<file path="src/rtl/uart_tx_pkg.sv">
// Shared types and constants for the FIFO-fed UART transmitter.
package uart_tx_pkg;

    typedef enum logic [2:0] {
        IDLE,
        START,
        DATA,
        PAR,
        STOP
    } tx_state_t;

    localparam int unsigned PAR_NONE = 0;
    localparam int unsigned PAR_EVEN = 1;
    localparam int unsigned PAR_ODD  = 2;

endpackage

</file>
<file path="src/rtl/uart_baud_cnt.sv">
// Bit-period counter: free-runs 0..CLKS_PER_BIT-1 and flags the last cycle of each bit.
module uart_baud_cnt
    import uart_tx_pkg::*;
#(
    parameter int unsigned CLKS_PER_BIT = 16
) (
    input  logic clk,
    input  logic rst,
    input  logic clr,
    output logic tick
);

    localparam int unsigned CNT_W = (CLKS_PER_BIT > 1) ? $clog2(CLKS_PER_BIT) : 1;
    localparam logic [CNT_W-1:0] CNT_MAX = CNT_W'(CLKS_PER_BIT - 1);

    logic [CNT_W-1:0] cnt_q;
    logic [CNT_W-1:0] cnt_d;

    assign tick = (cnt_q == CNT_MAX);

    // Held at zero while cleared so the first bit after a clear is full length.
    always_comb begin
        cnt_d = cnt_q;
        if (clr || tick) begin
            cnt_d = '0;
        end else begin
            cnt_d = cnt_q + CNT_W'(1);
        end
    end

    always_ff @(posedge clk) begin
        if (rst) begin
            cnt_q <= '0;
        end else begin
            cnt_q <= cnt_d;
        end
    end

endmodule

</file>
<file path="src/rtl/fifo_uart_tx.sv">
// Drains a FIFO one word at a time and serialises each word as a UART frame
// (start, LSB-first data, optional parity, stop).
module fifo_uart_tx
    import uart_tx_pkg::*;
#(
    parameter int unsigned BITS         = 8,
    parameter int unsigned CLKS_PER_BIT = 16,
    parameter int unsigned PARITY       = 0,
    parameter int unsigned STOP_BITS    = 1
) (
    input  logic            clk,
    input  logic            rst,
    input  logic [BITS-1:0] fifo_dout,
    input  logic            fifo_pndng,
    output logic            fifo_pop,
    input  logic            enable,
    output logic            tx,
    output logic            busy
);

    localparam int unsigned BCNT_W = $clog2(BITS + 1);
    localparam logic [BCNT_W-1:0] LAST_DATA = BCNT_W'(BITS - 1);
    localparam logic [BCNT_W-1:0] LAST_STOP = BCNT_W'(STOP_BITS - 1);

    tx_state_t         state_q,   state_d;
    logic [BITS-1:0]   shift_q,   shift_d;
    logic [BITS-1:0]   word_q,    word_d;
    logic [BCNT_W-1:0] bit_cnt_q, bit_cnt_d;
    logic              tx_q,      tx_d;
    logic              busy_q,    busy_d;
    logic              pop_q,     pop_d;

    logic tick;
    logic baud_clr_c;
    logic par_bit_c;

    assign baud_clr_c = (state_q == IDLE);
    assign par_bit_c  = (PARITY == PAR_ODD) ? ~^word_q : ^word_q;

    uart_baud_cnt #(
        .CLKS_PER_BIT(CLKS_PER_BIT)
    ) u_baud (
        .clk (clk),
        .rst (rst),
        .clr (baud_clr_c),
        .tick(tick)
    );

    // Next-state and registered-output logic; every non-IDLE state advances only on tick.
    always_comb begin
        state_d   = state_q;
        shift_d   = shift_q;
        word_d    = word_q;
        bit_cnt_d = bit_cnt_q;
        tx_d      = tx_q;
        busy_d    = busy_q;
        pop_d     = 1'b0;

        case (state_q)
            IDLE: begin
                tx_d   = 1'b1;
                busy_d = 1'b0;
                if (enable && fifo_pndng) begin
                    state_d   = START;
                    shift_d   = fifo_dout;
                    word_d    = fifo_dout;
                    pop_d     = 1'b1;
                    tx_d      = 1'b0;
                    busy_d    = 1'b1;
                    bit_cnt_d = '0;
                end
            end
            START: begin
                if (tick) begin
                    state_d   = DATA;
                    tx_d      = shift_q[0];
                    bit_cnt_d = '0;
                end
            end
            DATA: begin
                if (tick) begin
                    shift_d = shift_q >> 1;
                    if (bit_cnt_q == LAST_DATA) begin
                        bit_cnt_d = '0;
                        if (PARITY != PAR_NONE) begin
                            state_d = PAR;
                            tx_d    = par_bit_c;
                        end else begin
                            state_d = STOP;
                            tx_d    = 1'b1;
                        end
                    end else begin
                        bit_cnt_d = bit_cnt_q + BCNT_W'(1);
                        tx_d      = shift_d[0];
                    end
                end
            end
            PAR: begin
                if (tick) begin
                    state_d   = STOP;
                    tx_d      = 1'b1;
                    bit_cnt_d = '0;
                end
            end
            STOP: begin
                tx_d = 1'b1;
                if (tick) begin
                    if (bit_cnt_q == LAST_STOP) begin
                        state_d   = IDLE;
                        busy_d    = 1'b0;
                        bit_cnt_d = '0;
                    end else begin
                        bit_cnt_d = bit_cnt_q + BCNT_W'(1);
                    end
                end
            end
            default: begin
                state_d   = IDLE;
                tx_d      = 1'b1;
                busy_d    = 1'b0;
                bit_cnt_d = '0;
            end
        endcase
    end

    always_ff @(posedge clk) begin
        if (rst) begin
            state_q   <= IDLE;
            shift_q   <= '0;
            word_q    <= '0;
            bit_cnt_q <= '0;
            tx_q      <= 1'b1;
            busy_q    <= 1'b0;
            pop_q     <= 1'b0;
        end else begin
            state_q   <= state_d;
            shift_q   <= shift_d;
            word_q    <= word_d;
            bit_cnt_q <= bit_cnt_d;
            tx_q      <= tx_d;
            busy_q    <= busy_d;
            pop_q     <= pop_d;
        end
    end

    assign fifo_pop = pop_q;
    assign tx       = tx_q;
    assign busy     = busy_q;

endmodule

</file>
<file path="config.mk">
export PLATFORM = sky130hd
export DESIGN_NAME = fifo_uart_tx
export DESIGN_NICKNAME = d
export VERILOG_FILES = /design/src/rtl/uart_tx_pkg.sv /design/src/rtl/uart_baud_cnt.sv /design/src/rtl/fifo_uart_tx.sv
export SDC_FILE = /design/constraint.sdc
export NUM_CORES = 1
export LEC_CHECK = 0
export CORE_MARGIN = 2
export CORE_UTILIZATION = 39
export DETAILED_ROUTE_END_ITERATION = 12
export PLACE_DENSITY_LB_ADDON = 0.15
export SLEW_MARGIN = 40
export SYNTH_ARGS = -nofsm -noshare
export SYNTH_HDL_FRONTEND = slang
export SYNTH_HIERARCHICAL = 1
export SYNTH_SLANG_ARGS = --single-unit
</file>
<file path="constraint.sdc">
create_clock -name clk -period 2.5 [get_ports clk]
set_input_delay 0.25 -clock clk [delete_from_list [all_inputs] [get_ports clk]]
set_output_delay 0.25 -clock clk [all_outputs]
set_load 0.01 [all_outputs]
</file>
* Word level (Yosys, flattened, before mapping)
Cells that the tools add are included. Widths: inputs -> output; s select.
Storage, ports and cells: register bits after elaboration 22, latch bits 0, memory bits (writable) 0, ROM bits 0, output and inout bits 3, memories kept 0
Operators by class: add/subtract/negate cells 2, $mul 0, divide/modulo/power cells 0, magnitude comparators 0, equal/unequal tests 14, shift-type cells 0, multiplexer cells 28, bitwise logic cells 2, reductions and logical operators 14
Operator list (count):
- $mux 4 | 6
- $mux 3 | 7
- $mux 8 | 2
- $pmux 4 s4 | 1
- $pmux 8 s2 | 1
- $pmux 3 s5 | 1
- $ne 2x1->1 const B | 5
- $reduce_and 3->1 | 3
- $add 4x1->4 const B | 2
- $mux 1 | 8
- $reduce_and 7->1 | 1
- $eq 3x2->1 const B | 2
- $ne 2x2->1 const B | 3
- $reduce_or 2->1 | 3
- $eq 4x3->1 const B | 1
- $eq 4x4->1 const B | 1
- $logic_not 4->1 | 1
- $pmux 1 s4 | 1
- $reduce_and 4->1 | 1
- $eq 3x1->1 const B | 1
- $eq 3x3->1 const B | 1
- $logic_not 3->1 | 1
- $pmux 1 s3 | 1
- $reduce_or 3->1 | 1
- other kinds (4) | 5

* Longest topological paths before layout
depth after elaboration 4, mapped depth 8

* Cells and area by module
Netlist, hierarchy kept.
Modules (own cells, without submodules):
- fifo_uart_tx | times used 1, cells each 110, area an instance 934.6 um2, seq. area each 360.3 um2
- uart_baud_cnt | times used 1, cells each 16, area an instance 157.7 um2, seq. area each 80.1 um2

* Worst setup path before layout
No wires, ideal clock.
kind register -> register, from register bit_cnt_q[0], to register state_q[2], library setup time 70 ps, arrival 1718 ps, data required time 2430 ps, slack 711 ps, stages on the path, launching flop included 7, buffers on the path 0, clock period less this slack 1789 ps, cell sequence dfxtp_1 inv_1 ha_1 or3b_1 a32o_2 or4b_1 a21oi_1
On the way: cells in the longest elaborated chain, start to end 3
Ends and longest elaborated chain:
- start, declared | line fifo_uart_tx.sv:28 | logic [BCNT_W-1:0] bit_cnt_q, bit_cnt_d;
- start signal, assigned | line fifo_uart_tx.sv:139 | bit_cnt_q <= bit_cnt_d;
- $eq 4x3->1 or $logic_not 4->1 (tied branches) | line fifo_uart_tx.sv:83, fifo_uart_tx.sv:108
- $ne 2x2->1 (no source line)
- $reduce_and 7->1 (no source line) (*)
- end signal, assigned | line fifo_uart_tx.sv:136 | state_q <= state_d;
- end, declared | line fifo_uart_tx.sv:25 | tx_state_t state_q, state_d;
Mark *: on every way between the ends. The rest lies on a longest branch, timed or not. A chain may end at the register's enable or synchronous reset.

* Final worst setup path
from register u_baud.cnt_q[0], to register state_q[1]
On the way: cells in the longest elaborated chain, start to end 3
Ends and longest elaborated chain:
- start, declared | line uart_baud_cnt.sv:16 | logic [CNT_W-1:0] cnt_q;
- start signal, assigned | line uart_baud_cnt.sv:35 | cnt_q <= cnt_d;
- $eq 4x4->1 (*) | line uart_baud_cnt.sv:19 | assign tick = (cnt_q == CNT_MAX);
- via tick | line fifo_uart_tx.sv:33 | logic tick;
- $ne 2x1->1 (no source line)
- $reduce_and 7->1 (no source line) (*)
Mark *: on every way through the listed nets, which the timed path passes. The rest lies on a longest branch.

==> metrics.txt <==
Final min period=1.976 ns; I/O pin cnt=15; Levels on crit path=7; final WL=2183 um; CP max stage cell=or4b_1; DR vias=948; Seq/Total Area, Yosys=40.32%; CTS tree=done; Initial Utilization=40.30%; antenna violations before repair=0; Slew @ Worst Pin=0.4406 ns; Hold Fails Final Rpt=0; worst path required time=2.75 ns; total congestion overflow=0; clock slew at reported path FFs=0.12 ns; die area=0.003240 sq mm; Min-Delay Path Class=reg2reg; Max clock buf depth=2; DRC viols=0; core area=0.002710 sq mm; uppermost layer routed=met4; Wirelength per Cell=12.84 um; routed wl met2=997 um; antenna cell count=0; fmax=0.5061 GHz; Final HPWL DP=1641 um; outcome=finished clean; number of nets in the layout=156; Yosys warnings=6; cell count of the worst reg-to-reg path=7; most common cell after layout, fill and taps aside=dfxtp_1; # fillers=279; first-pass GRT wire length=3919 um; DRT Pass-1 Iters=4; DRT iter0 DRCs=6; main area contributors after synthesis=dfxtp_1 40%, mux2i_1 7.3%, a211oi_1 5.5%; non-filler instance count after layout=170; peak supply drop=0.3217 mV; Post-Syn Area=0.001092 sq mm; post-synth top area share=40.32%; clock sink count=22; Max-Cap Viols=0; CTS root buf=clkbuf_4; Cells after DPL=167; critical path endpoint=state_q[1]; placed cell area=0.001264 sq mm; count of cell types in the netlist=36; CP Capture Type=flop; Synth Instances=126; Port Buf Inserts=14; crit path kind=reg2reg; crit-path cells=ha_1 -> nand3_1 -> inv_1 -> nor2_1 -> a22o_1 -> or4b_1 -> a21oi_1; Setup TNS=0 ns; reg2reg setup slack=0.52 ns; Via density=5.576; Std-Cell Rows=19; syn_nets=141; commonest non-fill, non-tap cells in the layout=22 x dfxtp_1, 15 x nor2_1, 14 x clkdlybuf4s50_1, 9 x nand3_1; total CTS buffers=3; Clk Latency, worst-skew pair=0.31 ns; share of layout cells above drive strength 1=7.914%; Synth Register Bits=22; largest net degree at the start of global routing=15; Worst Path Arrival=2.22 ns; max incr delay on CP=0.52 ns; area grow syn2layout=17.75%; PostCTS Resize Cnt=0; Post-CTS Setup Inserts=0; met3 WL=104 um; antenna viol nets, final=0; FF-to-FF End=state_q[1]; clock skew=0.009384 ns; chip height=56.92 um; CP Launch Point=u_baud/cnt_q[0]; Max Transition Viols Final=0; final number of setup-violating endpoints=0; LEAKAGE=0.4547 nW; Final period util=79.03%; Pwr Density=510.7 mW/mm^2; CP max FO=9; worst r2r src=u_baud/cnt_q[0]; critical path buffer and inverter count=1; Mapped Avg Cell Area=8.669 sq um; hold slack=0.4587 ns; Clock H-tree levels=1; Final Wtd Congestion=0.8215; width of the die=56.92 um; M1 wire length=1050 um; Post-CTS Hold Buffers=0; post-route cell area=0.001286 sq mm; RSZ-0062 raised after global routing=false; total track usage=15.23%; Max transition margin=69.87%; launching element type of the critical path=flop; vias in the first global route=860; CP delay by family, top=simple AND/OR/NAND/NOR gates; Yosys top cell by area=dfxtp_1
-- worst register-to-register path: cells and delay by family (launching register included) --
kind                     cells  cell delay [ns]
AND/OR/NAND/NOR              3             0.74
flip-flops                   1             0.37
buffers and inverters        1             0.15
adder cells (fa/ha/maj)      1             0.19
AO/OA/AOI/OAI                2             0.46
-- cells by family (layout without fill, tap and decap cells) --
family                     Yosys count  in the layout  share of synthesized area, %
DFF                                 22             22                         40.32
buffers and inverters               11             24                         4.123
and+or+nand+nor                     51             51                         24.86
adders and majority gates            3              3                         3.437
AOI/OAI and AO/OA                   28             28                         17.53
xor gates and xnor gates             3              3                         2.406
muxes                                8              8                         7.331
-- stage by stage --
stage	total power [mW]	utilization, %	setup slack, ns
after floorplan	0.4594	-	0.7114
after global placement	0.5022	46.63	0.5942
after detailed placement	0.5043	46.63	0.5058
after CTS	0.6640	47.46	0.4970
after global routing	0.6949	47.46	0.3154
final	0.6568	47.46	0.5243
-- sequential cells by signal, summed over array words and instances (netlist names) --
| name | flops |
|---|---|
| u_baud/cnt_q | 4 |
| busy | 1 |
| bit_cnt_q | 4 |
| state_q | 3 |
| tx | 1 |
| shift_q | 8 |
| fifo_pop | 1 |
-- cell type report --
cell class	count	area (sq um)	share of cell area, %
flip-flops and latches	22	440.4	34.24
multi-input cells	93	606.8	47.18
clock buffers	3	22.52	1.751
well taps	31	38.79	3.016
repair buffers	17	162.7	12.65
inverters	4	15.01	1.167
-- power by group --
group	switching, mW	internal [mW]	leakage, nW	total (mW)
logic	0.0550	0.0560	0.262	0.111
registers	0.0157	0.368	0.179	0.384
clock network	0.105	0.0564	0.0138	0.162
-- worst min path at each step --
stage                    start         endpoint  slack, ns  cells after the start
6_report       u_baud/cnt_q[0]  u_baud/cnt_q[0]       0.46                      1
5_1_grt        u_baud/cnt_q[0]  u_baud/cnt_q[0]       0.48                      1
4_1_cts        u_baud/cnt_q[0]  u_baud/cnt_q[0]       0.47                      1
3_5_place_dp   u_baud/cnt_q[0]  u_baud/cnt_q[0]       0.45                      1
3_3_place_gp   u_baud/cnt_q[0]  u_baud/cnt_q[0]       0.43                      1
2_1_floorplan              rst  u_baud/cnt_q[2]       0.32                      1
-- synth_stat cells (all sizes together) --
master,number
a221oi,1
nor3b,1
nand2b,2
ha,3
xnor2,2
nor4,1
nand2,8
dfxtp,22
or3,1
a211oi,9
clkbuf,4
a31oi,1
or3b,1
or4b,2
inv,4
or2,1
a22oi,1
buf,3
a2111oi,1
a21oi,8
and3,1
a22o,1
a21boi,1
nor2,16
nor4b,1
xor2,1
nor3,3
a32o,1
nand3b,3
mux2i,8
o21ai,4
nand3,9
nand4b,1
-- per-layer routing --
metal / track usage [%] / vias to the layer above
met5: 0 / -
met4: 5.980 / 0
met3: 2.535 / 3
met2: 24.14 / 26
met1: 20.71 / 434
li1: - / 485
No activity file was read; power rests on OpenSTA's default activity.
